--- src/rtl/rob_multiport_if.sv ---
// rtl/rob_multiport_if.sv - issue, writeback, commit, lookup and release bundle for rob_multiport
// slave is the reorder buffer side, master is the pipeline (or bench) side.
interface rob_multiport_if #(
    parameter int DEPTH  = 16,
    parameter int DATA_W = 32,
    parameter int ADDR_W = 32,
    parameter int REG_W  = 5,
    parameter int CDB_N  = 2
);
    localparam int TAG_W = $clog2(DEPTH);

    logic                     rdy_in;
    logic                     flush_in;
    logic                     issue_valid_in;
    logic                     issue_done_in;
    logic [REG_W-1:0]         issue_rd_in;
    logic [1:0]               issue_type_in;
    logic [TAG_W-1:0]         issue_tag_out;
    logic                     full_out;
    logic [TAG_W:0]           count_out;
    logic [CDB_N-1:0]         cdb_valid_in;
    logic [CDB_N*TAG_W-1:0]   cdb_tag_in;
    logic [CDB_N*DATA_W-1:0]  cdb_data_in;
    logic [CDB_N-1:0]         cdb_jump_in;
    logic [CDB_N*ADDR_W-1:0]  cdb_jaddr_in;
    logic                     commit_valid_out;
    logic                     commit_ack_in;
    logic [TAG_W-1:0]         commit_tag_out;
    logic [REG_W-1:0]         commit_rd_out;
    logic [DATA_W-1:0]        commit_data_out;
    logic                     commit_jump_out;
    logic [ADDR_W-1:0]        commit_jaddr_out;
    logic [1:0]               commit_type_out;
    logic                     qa_valid_in;
    logic [TAG_W-1:0]         qa_tag_in;
    logic                     qa_ready_out;
    logic [DATA_W-1:0]        qa_data_out;
    logic                     qb_valid_in;
    logic [TAG_W-1:0]         qb_tag_in;
    logic                     qb_ready_out;
    logic [DATA_W-1:0]        qb_data_out;
    logic                     sl_release_out;
    logic [TAG_W-1:0]         sl_release_tag_out;

    modport slave (
        input  rdy_in, flush_in,
        input  issue_valid_in, issue_done_in, issue_rd_in, issue_type_in,
        output issue_tag_out, full_out, count_out,
        input  cdb_valid_in, cdb_tag_in, cdb_data_in, cdb_jump_in, cdb_jaddr_in,
        output commit_valid_out, commit_tag_out, commit_rd_out, commit_data_out,
        output commit_jump_out, commit_jaddr_out, commit_type_out,
        input  commit_ack_in,
        input  qa_valid_in, qa_tag_in, qb_valid_in, qb_tag_in,
        output qa_ready_out, qa_data_out, qb_ready_out, qb_data_out,
        output sl_release_out, sl_release_tag_out
    );

    modport master (
        output rdy_in, flush_in,
        output issue_valid_in, issue_done_in, issue_rd_in, issue_type_in,
        input  issue_tag_out, full_out, count_out,
        output cdb_valid_in, cdb_tag_in, cdb_data_in, cdb_jump_in, cdb_jaddr_in,
        input  commit_valid_out, commit_tag_out, commit_rd_out, commit_data_out,
        input  commit_jump_out, commit_jaddr_out, commit_type_out,
        output commit_ack_in,
        output qa_valid_in, qa_tag_in, qb_valid_in, qb_tag_in,
        input  qa_ready_out, qa_data_out, qb_ready_out, qb_data_out,
        input  sl_release_out, sl_release_tag_out
    );
endinterface

--- src/rtl/rob_multiport.sv ---
// rtl/rob_multiport.sv - reorder buffer with CDB_N writeback buses, two lookup ports and an SL release walker
// Optional feature: define ROB_CDB_BYPASS_EN to let lookups see same-cycle CDB results.
module rob_multiport #(
    parameter int DEPTH       = 16,
    parameter int DATA_W      = 32,
    parameter int ADDR_W      = 32,
    parameter int REG_W       = 5,
    parameter int CDB_N       = 2,
    parameter int FULL_MARGIN = 2
) (
    input  logic           clk_in,
    input  logic           rst_n_in,
    rob_multiport_if.slave bus
);
    localparam int TAG_W = $clog2(DEPTH);
    localparam logic [1:0]     TYPE_JUMP = 2'd1;
    localparam logic [1:0]     TYPE_SL   = 2'd2;
    localparam logic [TAG_W:0] DEPTH_P   = (TAG_W+1)'(DEPTH);
    localparam logic [TAG_W:0] FULL_LVL  = (TAG_W+1)'(DEPTH - FULL_MARGIN);

    logic [TAG_W:0]      r_head;
    logic [TAG_W:0]      r_tail;
    logic [TAG_W:0]      r_rel;
    logic [DEPTH-1:0]    r_valid;
    logic [DEPTH-1:0]    r_done;
    logic [DEPTH-1:0]    r_jump;
    logic [REG_W-1:0]    r_rd    [DEPTH];
    logic [1:0]          r_type  [DEPTH];
    logic [DATA_W-1:0]   r_data  [DEPTH];
    logic [ADDR_W-1:0]   r_jaddr [DEPTH];
    logic                r_full;
    logic                r_sl_rel;
    logic [TAG_W-1:0]    r_sl_tag;

    logic [TAG_W-1:0]    w_head_idx;
    logic [TAG_W-1:0]    w_tail_idx;
    logic [TAG_W-1:0]    w_rel_idx;
    logic [TAG_W:0]      w_count;
    logic [TAG_W:0]      w_head_next;
    logic [TAG_W:0]      w_tail_next;
    logic [TAG_W:0]      w_count_next;
    logic [TAG_W:0]      w_rel_gap;
    logic [TAG_W:0]      w_rel_next;
    logic                w_issue;
    logic                w_commit_valid;
    logic                w_pop;
    logic                w_rel_behind;
    logic                w_rel_blocked;
    logic                w_rel_step;
    logic [TAG_W-1:0]    w_cdb_tag   [CDB_N];
    logic [DATA_W-1:0]   w_cdb_data  [CDB_N];
    logic [ADDR_W-1:0]   w_cdb_jaddr [CDB_N];
    logic                w_q_valid   [2];
    logic [TAG_W-1:0]    w_q_tag     [2];
    logic                w_q_ready   [2];
    logic [DATA_W-1:0]   w_q_data    [2];

    always_comb begin
        for (int b = 0; b < CDB_N; b++) begin
            w_cdb_tag[b]   = bus.cdb_tag_in[b*TAG_W +: TAG_W];
            w_cdb_data[b]  = bus.cdb_data_in[b*DATA_W +: DATA_W];
            w_cdb_jaddr[b] = bus.cdb_jaddr_in[b*ADDR_W +: ADDR_W];
        end
    end

    assign w_head_idx     = r_head[TAG_W-1:0];
    assign w_tail_idx     = r_tail[TAG_W-1:0];
    assign w_rel_idx      = r_rel[TAG_W-1:0];
    assign w_count        = r_tail - r_head;

    assign w_issue        = bus.rdy_in && !bus.flush_in && bus.issue_valid_in && (w_count != DEPTH_P);
    assign w_commit_valid = bus.rdy_in && !bus.flush_in && (w_count != '0) && r_done[w_head_idx];
    assign w_pop          = w_commit_valid && bus.commit_ack_in;
    assign w_head_next    = r_head + (TAG_W+1)'(w_pop);
    assign w_tail_next    = r_tail + (TAG_W+1)'(w_issue);
    assign w_count_next   = w_tail_next - w_head_next;

    // rel is at most one behind head_next, so a short positive gap means commit overtook it
    assign w_rel_gap      = w_head_next - r_rel;
    assign w_rel_behind   = (w_rel_gap != '0) && !w_rel_gap[TAG_W];
    assign w_rel_blocked  = (r_type[w_rel_idx] == TYPE_JUMP) && !r_done[w_rel_idx];
    assign w_rel_step     = !w_rel_behind && (r_rel != r_tail) && !w_rel_blocked;
    assign w_rel_next     = w_rel_behind ? w_head_next : r_rel + (TAG_W+1)'(w_rel_step);

    assign w_q_valid[0]   = bus.qa_valid_in;
    assign w_q_tag[0]     = bus.qa_tag_in;
    assign w_q_valid[1]   = bus.qb_valid_in;
    assign w_q_tag[1]     = bus.qb_tag_in;

    always_comb begin
        for (int p = 0; p < 2; p++) begin
            w_q_ready[p] = 1'b0;
            w_q_data[p]  = '0;
            if (w_q_valid[p]) begin
                if (r_done[w_q_tag[p]]) begin
                    w_q_ready[p] = 1'b1;
                    w_q_data[p]  = r_data[w_q_tag[p]];
                end
`ifdef ROB_CDB_BYPASS_EN
                for (int b = 0; b < CDB_N; b++) begin
                    if (bus.cdb_valid_in[b] && (w_cdb_tag[b] == w_q_tag[p])) begin
                        w_q_ready[p] = 1'b1;
                        w_q_data[p]  = w_cdb_data[b];
                    end
                end
`endif
            end
        end
    end

    always_ff @(posedge clk_in or negedge rst_n_in) begin
        if (!rst_n_in) begin
            r_head   <= '0;
            r_tail   <= '0;
            r_rel    <= '0;
            r_valid  <= '0;
            r_done   <= '0;
            r_jump   <= '0;
            r_full   <= 1'b0;
            r_sl_rel <= 1'b0;
            r_sl_tag <= '0;
            for (int i = 0; i < DEPTH; i++) begin
                r_rd[i]    <= '0;
                r_type[i]  <= '0;
                r_data[i]  <= '0;
                r_jaddr[i] <= '0;
            end
        end else if (bus.flush_in) begin
            r_head   <= '0;
            r_tail   <= '0;
            r_rel    <= '0;
            r_valid  <= '0;
            r_done   <= '0;
            r_full   <= 1'b0;
            r_sl_rel <= 1'b0;
        end else if (!bus.rdy_in) begin
            r_sl_rel <= 1'b0;
        end else begin
            r_head   <= w_head_next;
            r_tail   <= w_tail_next;
            r_rel    <= w_rel_next;
            r_full   <= (w_count_next >= FULL_LVL);
            r_sl_rel <= w_rel_step && (r_type[w_rel_idx] == TYPE_SL);
            if (w_rel_step) begin
                r_sl_tag <= w_rel_idx;
            end
            if (w_issue) begin
                r_valid[w_tail_idx] <= 1'b1;
                r_done[w_tail_idx]  <= bus.issue_done_in;
                r_rd[w_tail_idx]    <= bus.issue_rd_in;
                r_type[w_tail_idx]  <= bus.issue_type_in;
                r_data[w_tail_idx]  <= '0;
                r_jump[w_tail_idx]  <= 1'b0;
                r_jaddr[w_tail_idx] <= '0;
            end
            // later buses overwrite earlier ones, and all of them override the allocation defaults
            for (int b = 0; b < CDB_N; b++) begin
                if (bus.cdb_valid_in[b] &&
                    (r_valid[w_cdb_tag[b]] || (w_issue && (w_cdb_tag[b] == w_tail_idx)))) begin
                    r_done[w_cdb_tag[b]]  <= 1'b1;
                    r_data[w_cdb_tag[b]]  <= w_cdb_data[b];
                    r_jump[w_cdb_tag[b]]  <= bus.cdb_jump_in[b];
                    r_jaddr[w_cdb_tag[b]] <= w_cdb_jaddr[b];
                end
            end
            if (w_pop) begin
                r_valid[w_head_idx] <= 1'b0;
            end
        end
    end

    assign bus.issue_tag_out      = w_tail_idx;
    assign bus.full_out           = r_full;
    assign bus.count_out          = w_count;
    assign bus.commit_valid_out   = w_commit_valid;
    assign bus.commit_tag_out     = w_head_idx;
    assign bus.commit_rd_out      = r_rd[w_head_idx];
    assign bus.commit_data_out    = r_data[w_head_idx];
    assign bus.commit_jump_out    = r_jump[w_head_idx];
    assign bus.commit_jaddr_out   = r_jaddr[w_head_idx];
    assign bus.commit_type_out    = r_type[w_head_idx];
    assign bus.qa_ready_out       = w_q_ready[0];
    assign bus.qa_data_out        = w_q_data[0];
    assign bus.qb_ready_out       = w_q_ready[1];
    assign bus.qb_data_out        = w_q_data[1];
    assign bus.sl_release_out     = r_sl_rel && !bus.flush_in;
    assign bus.sl_release_tag_out = r_sl_tag;
endmodule

--- src/flat_wrapper.sv ---
// flat-port wrapper written by rule: the top's interface ports become plain ports
module rob_multiport_flat 
#(
    parameter int DEPTH       = 16,
    parameter int DATA_W      = 32,
    parameter int ADDR_W      = 32,
    parameter int REG_W       = 5,
    parameter int CDB_N       = 2,
    parameter int FULL_MARGIN = 2
)
  (clk_in, rst_n_in, bus_rdy_in, bus_flush_in, bus_issue_valid_in, bus_issue_done_in, bus_issue_rd_in, bus_issue_type_in, bus_issue_tag_out, bus_full_out, bus_count_out, bus_cdb_valid_in, bus_cdb_tag_in, bus_cdb_data_in, bus_cdb_jump_in, bus_cdb_jaddr_in, bus_commit_valid_out, bus_commit_tag_out, bus_commit_rd_out, bus_commit_data_out, bus_commit_jump_out, bus_commit_jaddr_out, bus_commit_type_out, bus_commit_ack_in, bus_qa_valid_in, bus_qa_tag_in, bus_qb_valid_in, bus_qb_tag_in, bus_qa_ready_out, bus_qa_data_out, bus_qb_ready_out, bus_qb_data_out, bus_sl_release_out, bus_sl_release_tag_out);
  rob_multiport_if #(.DEPTH(DEPTH), .DATA_W(DATA_W), .ADDR_W(ADDR_W), .REG_W(REG_W), .CDB_N(CDB_N)) bus_i ();
  input  logic clk_in;
  input  logic rst_n_in;
  input wire logic [$bits(bus_i.rdy_in)-1:0] bus_rdy_in;
  input wire logic [$bits(bus_i.flush_in)-1:0] bus_flush_in;
  input wire logic [$bits(bus_i.issue_valid_in)-1:0] bus_issue_valid_in;
  input wire logic [$bits(bus_i.issue_done_in)-1:0] bus_issue_done_in;
  input wire logic [$bits(bus_i.issue_rd_in)-1:0] bus_issue_rd_in;
  input wire logic [$bits(bus_i.issue_type_in)-1:0] bus_issue_type_in;
  output wire logic [$bits(bus_i.issue_tag_out)-1:0] bus_issue_tag_out;
  output wire logic [$bits(bus_i.full_out)-1:0] bus_full_out;
  output wire logic [$bits(bus_i.count_out)-1:0] bus_count_out;
  input wire logic [$bits(bus_i.cdb_valid_in)-1:0] bus_cdb_valid_in;
  input wire logic [$bits(bus_i.cdb_tag_in)-1:0] bus_cdb_tag_in;
  input wire logic [$bits(bus_i.cdb_data_in)-1:0] bus_cdb_data_in;
  input wire logic [$bits(bus_i.cdb_jump_in)-1:0] bus_cdb_jump_in;
  input wire logic [$bits(bus_i.cdb_jaddr_in)-1:0] bus_cdb_jaddr_in;
  output wire logic [$bits(bus_i.commit_valid_out)-1:0] bus_commit_valid_out;
  output wire logic [$bits(bus_i.commit_tag_out)-1:0] bus_commit_tag_out;
  output wire logic [$bits(bus_i.commit_rd_out)-1:0] bus_commit_rd_out;
  output wire logic [$bits(bus_i.commit_data_out)-1:0] bus_commit_data_out;
  output wire logic [$bits(bus_i.commit_jump_out)-1:0] bus_commit_jump_out;
  output wire logic [$bits(bus_i.commit_jaddr_out)-1:0] bus_commit_jaddr_out;
  output wire logic [$bits(bus_i.commit_type_out)-1:0] bus_commit_type_out;
  input wire logic [$bits(bus_i.commit_ack_in)-1:0] bus_commit_ack_in;
  input wire logic [$bits(bus_i.qa_valid_in)-1:0] bus_qa_valid_in;
  input wire logic [$bits(bus_i.qa_tag_in)-1:0] bus_qa_tag_in;
  input wire logic [$bits(bus_i.qb_valid_in)-1:0] bus_qb_valid_in;
  input wire logic [$bits(bus_i.qb_tag_in)-1:0] bus_qb_tag_in;
  output wire logic [$bits(bus_i.qa_ready_out)-1:0] bus_qa_ready_out;
  output wire logic [$bits(bus_i.qa_data_out)-1:0] bus_qa_data_out;
  output wire logic [$bits(bus_i.qb_ready_out)-1:0] bus_qb_ready_out;
  output wire logic [$bits(bus_i.qb_data_out)-1:0] bus_qb_data_out;
  output wire logic [$bits(bus_i.sl_release_out)-1:0] bus_sl_release_out;
  output wire logic [$bits(bus_i.sl_release_tag_out)-1:0] bus_sl_release_tag_out;
  assign bus_i.rdy_in = bus_rdy_in;
  assign bus_i.flush_in = bus_flush_in;
  assign bus_i.issue_valid_in = bus_issue_valid_in;
  assign bus_i.issue_done_in = bus_issue_done_in;
  assign bus_i.issue_rd_in = bus_issue_rd_in;
  assign bus_i.issue_type_in = bus_issue_type_in;
  assign bus_issue_tag_out = bus_i.issue_tag_out;
  assign bus_full_out = bus_i.full_out;
  assign bus_count_out = bus_i.count_out;
  assign bus_i.cdb_valid_in = bus_cdb_valid_in;
  assign bus_i.cdb_tag_in = bus_cdb_tag_in;
  assign bus_i.cdb_data_in = bus_cdb_data_in;
  assign bus_i.cdb_jump_in = bus_cdb_jump_in;
  assign bus_i.cdb_jaddr_in = bus_cdb_jaddr_in;
  assign bus_commit_valid_out = bus_i.commit_valid_out;
  assign bus_commit_tag_out = bus_i.commit_tag_out;
  assign bus_commit_rd_out = bus_i.commit_rd_out;
  assign bus_commit_data_out = bus_i.commit_data_out;
  assign bus_commit_jump_out = bus_i.commit_jump_out;
  assign bus_commit_jaddr_out = bus_i.commit_jaddr_out;
  assign bus_commit_type_out = bus_i.commit_type_out;
  assign bus_i.commit_ack_in = bus_commit_ack_in;
  assign bus_i.qa_valid_in = bus_qa_valid_in;
  assign bus_i.qa_tag_in = bus_qa_tag_in;
  assign bus_i.qb_valid_in = bus_qb_valid_in;
  assign bus_i.qb_tag_in = bus_qb_tag_in;
  assign bus_qa_ready_out = bus_i.qa_ready_out;
  assign bus_qa_data_out = bus_i.qa_data_out;
  assign bus_qb_ready_out = bus_i.qb_ready_out;
  assign bus_qb_data_out = bus_i.qb_data_out;
  assign bus_sl_release_out = bus_i.sl_release_out;
  assign bus_sl_release_tag_out = bus_i.sl_release_tag_out;
  rob_multiport #(.DEPTH(DEPTH), .DATA_W(DATA_W), .ADDR_W(ADDR_W), .REG_W(REG_W), .CDB_N(CDB_N), .FULL_MARGIN(FULL_MARGIN)) u_core (.clk_in(clk_in), .rst_n_in(rst_n_in), .bus(bus_i));
endmodule
--- config.mk ---
export PLATFORM = sky130hd
export DESIGN_NAME = rob_multiport_flat
export DESIGN_NICKNAME = d
export VERILOG_FILES = /design/src/rtl/rob_multiport_if.sv /design/src/rtl/rob_multiport.sv /design/src/flat_wrapper.sv
export SDC_FILE = /design/constraint.sdc
export NUM_CORES = 2
export LEC_CHECK = 0
export BUFFER_PORTS_ARGS = -buffer_cell sky130_fd_sc_hd__buf_2
export CAP_MARGIN = 10
export CORE_MARGIN = 4
export CORE_UTILIZATION = 55
export CTS_CLUSTER_SIZE = 12
export DETAILED_ROUTE_END_ITERATION = 7
export PLACE_DENSITY_LB_ADDON = 0.3
export SYNTH_ARGS = -nofsm -noshare
export SYNTH_HDL_FRONTEND = slang
export SYNTH_SLANG_ARGS = --single-unit
--- constraint.sdc ---
create_clock -name clk_in -period 6 [get_ports clk_in]
set_clock_uncertainty 0.05 [all_clocks]
set_input_delay 0 -clock clk_in [delete_from_list [all_inputs] [get_ports clk_in]]
set_output_delay 0 -clock clk_in [all_outputs]
set_load 0.03 [all_outputs]
==> results.cfg <==
[status]
status = finished, final reports clean

[floorplan]
die_y_um = 366
fp.dieW_um = 366
ioPinCount = 322
coreArea_sq_mm = 0.126
num_rows = 130
die_area_sq_mm = 0.134
initial_core_util_pct = 55.7

[clock_tree]
clk_latency_ns = 0.78
htreeDepth = 4
root_buffer = clkbuf_16
clk_path_buf_depth = 3
clkSinkCount = 1205
cts_buffers = 136
cts_setup_buffers = 0
path_clk_slew_ns = 0.06
cts_tree = done

[sta]
slew_headroom_pct = 11.1
min_period_ns = 5.66
hold_violations = 0
rsz0062_at_grt = false
worst_slew_pin_slew_ns = 1.33
fmax_ghz = 0.177
setup_viol = 0
layout_setup_ws_ns = 0.345
final_max_slew_viol_count = 0
setup_tns_ns = 0
finalCritPeriodShare_pct = 94.3

[placed_design]
gp_congestion = 0.967
numPortBuffers = 321
preCtsSetupSlack_ns = 0.252
place_inst = 7045
postPlaceCellArea_sq_mm = 0.0731
place_hpwl_um = 155000

[grt]
grt_use_total_pct = 43.3
grt_pass1_wl_um = 424000
grt_max_degree = 156
overflow = 0
antenna_found_initial = 33
grt_pass1_vias = 62300

[routing]
drtIter0Drc = 11000
drt_first_pass_iters = 8
drt_wl_total_um = 290000
vias = 62100
ant_nets = 0
via_per_inst = 8.24
remaining_drc_errors = 0
avgRoutedWirePerCell_um = 38.5

[pwr]
swShare_pct = 26.6
p_clk_share_pct = 42.1
powerDensity_mw_per_mm2 = 255
ir_worst_vdd_uv = 294
p_int_w = 0.0150
p_leak_nw = 35.1
p_switching_w = 0.00543
p_seq_share_pct = 45.4
p_comb_share_pct = 12.5

[logic_synthesis]
yosysWarnings = 0
synth_fa_ha_area_share_pct = 0.377
netlist_area_sq_mm = 0.0703
ys_ff_latch = 1205
ys_async_sr_fraction_pct = 100
synth_mux_area_share_pct = 24.4
synth_top_family_by_area = multiplexers
synth-compound-area-share_pct = 16.7
synth_nets = 5819
syn_area_per_cell_sq_um = 12.5
synth_edf_count = 0
synth-xor-area-share_pct = 0.411
yosysTopAreaCell = dfrtp_1
synth-seq-area-share_pct = 42.9
yosysTopAreaCellShare_pct = 42.9
synth-simple-area-share_pct = 10.7
synth_area_leaders = dfrtp_1, mux4_2, a221o_1
ys_types = 66
synthFlopType = dfrtp_1
synth_cells = 5635

[critical_path]
cp-end-kind = register
cp.arrival_ns = 6.29
worstSetupPathType = reg -> reg
cp.required_ns = 6.63
cp_max_fo = 8
critPathLaunchType = register

[job]
maxCapViolations = 0

[finish]
final_common_cell = dfrtp_1
drive_above_1_share_pct = 27.0
layout_common_cells = dfrtp_1, a221o_1, nor2_1
nets = 5939
syn2layout_area_growth_pct = 13.7
final_area_sq_mm = 0.0799
final_cells = 7538

[hold_path]
worstHoldPathType = in -> reg
## flip-flops by register name (all words and copies together) (netlist names)
register	cells
u_core.r_rd	80
u_core.r_tail	5
u_core.r_rel	5
u_core.r_sl_rel	1
u_core.bus.sl_release_tag_out	4
u_core.r_jaddr	512
u_core.r_valid	16
u_core.r_done	16
u_core.r_jump	16
u_core.bus.full_out	1
u_core.r_head	5
u_core.r_type	32
u_core.r_data	512
## cell usage after synthesis, types with 3 or more instances
| library cell | n |
|---|---|
| mux4_2 | 713 |
| a211o_1 | 11 |
| a221oi_1 | 12 |
| buf_6 | 4 |
| and3_1 | 289 |
| mux2i_1 | 17 |
| o32ai_1 | 3 |
| inv_1 | 26 |
| dfrtp_1 | 1205 |
| a31oi_1 | 11 |
| nor4_1 | 10 |
| xor2_1 | 13 |
| nor3_2 | 3 |
| clkbuf_1 | 461 |
| mux2_2 | 86 |
| o21ai_0 | 27 |
| buf_2 | 152 |
| o221a_2 | 7 |
| a221o_1 | 1010 |
| o21ai_1 | 3 |
| a211oi_2 | 4 |
| and2_1 | 158 |
| a21boi_0 | 3 |
| nand2_1 | 206 |
| nor2_1 | 734 |
| a32o_1 | 4 |
| and2_0 | 3 |
| a211oi_1 | 21 |
| a21o_1 | 13 |
| buf_1 | 84 |
| ha_1 | 18 |
| and4_1 | 30 |
| nor3_1 | 17 |
| a21oi_1 | 70 |
| xnor2_1 | 20 |
| nand4_1 | 7 |
| o211ai_1 | 5 |
| o2bb2ai_1 | 22 |
| buf_4 | 26 |
| nand3_1 | 25 |
| nand2b_1 | 11 |
| nor2b_1 | 14 |
| nor3b_1 | 38 |
| nand3b_1 | 7 |
## worst paths after layout
path | from | to | slack [ns] | cells past startpoint
max reg2reg | u_core.r_head[0] | u_core.r_rel[4] | 0.34 | 23
max | u_core.r_head[0] | u_core.r_rel[4] | 0.34 | 23
min reg2reg | u_core.r_rd[60] | u_core.r_rd[60] | 0.43 | 2
min in group asynchronous | rst_n_in | u_core.r_jaddr[332] | 0.24 | 3
min | bus_cdb_jaddr_in[50] | u_core.r_jaddr[466] | 0.06 | 4
max in group asynchronous | rst_n_in | u_core.r_type[1] | 4.44 | 4
## worst max-delay path: stages (launching register included)
cell	delay, ns
dfrtp_4	0.55
ha_1	0.26
fa_1	0.42
nand2b_1	0.18
a21oi_2	0.15
xor2_1	0.24
inv_2	0.07
o2111ai_2	0.23
inv_1	0.08
ha_1	0.23
ha_1	0.31
ha_1	0.29
nor2b_1	0.13
o21ai_0	0.20
a21boi_1	0.14
or3_1	0.37
and3_1	0.20
nor3b_1	0.19
ha_1	0.20
ha_1	0.19
nand3_1	0.09
or3b_2	0.46
a21o_1	0.18
a31oi_1	0.13
## timing repair
| action | in CTS | in global routing |
|---|---|---|
| setup endpoints to repair | 0 | 2 |
| hold buffers | 222 | 0 |
| hold endpoints to repair | 1358 | 0 |
| gates resized for setup | 0 | 5 |
## power groups by stage
stage	registers [W]	clock network, W	logic (W)
finish	0.00925	0.00857	0.00256
detailed placement	0.00934	0	0.00235
CTS	0.00921	0.00854	0.00251
floorplan	0.00917	0	0.00164
global placement	0.00930	0	0.00229
global route	0.00929	0.00891	0.00269
## metal layers
layer  wire (um)  GRT usage [%]
met1       95200           54.6
met3       48800           19.1
met2      122000           60.7
met5         182              0
met4       24100           28.7
## final cells by class
cell class,instances,area [sq um]
clock inverter,53,602
sequential,1205,30200
multi-input combinational,3675,37600
antenna,29,72.6
fill,9317,46400
clock buffer,189,3860
inverter,28,110
timing repair buffer,709,5480
tap,1650,2060
## stage by stage
step	power (W)	utilization (%)	hold WS, ns
2_1_floorplan	0.0108	-	-0.346
3_3_place_gp	0.0116	57.9	0.0800
3_5_place_dp	0.0117	57.9	0.0815
4_1_cts	0.0203	63.2	0.00653
5_1_grt	0.0209	63.2	0.0443
6_report	0.0204	63.3	0.0562
## cell families after synthesis
logic type / Yosys count
AO/OA/AOI/OAI: 1243
XOR/XNOR: 33
adder cells (fa/ha/maj): 20
buffers and inverters: 755
flip-flops: 1205
multiplexers: 816
AND/OR/NAND/NOR: 1563
No activity file was read; power rests on OpenSTA's default activity.
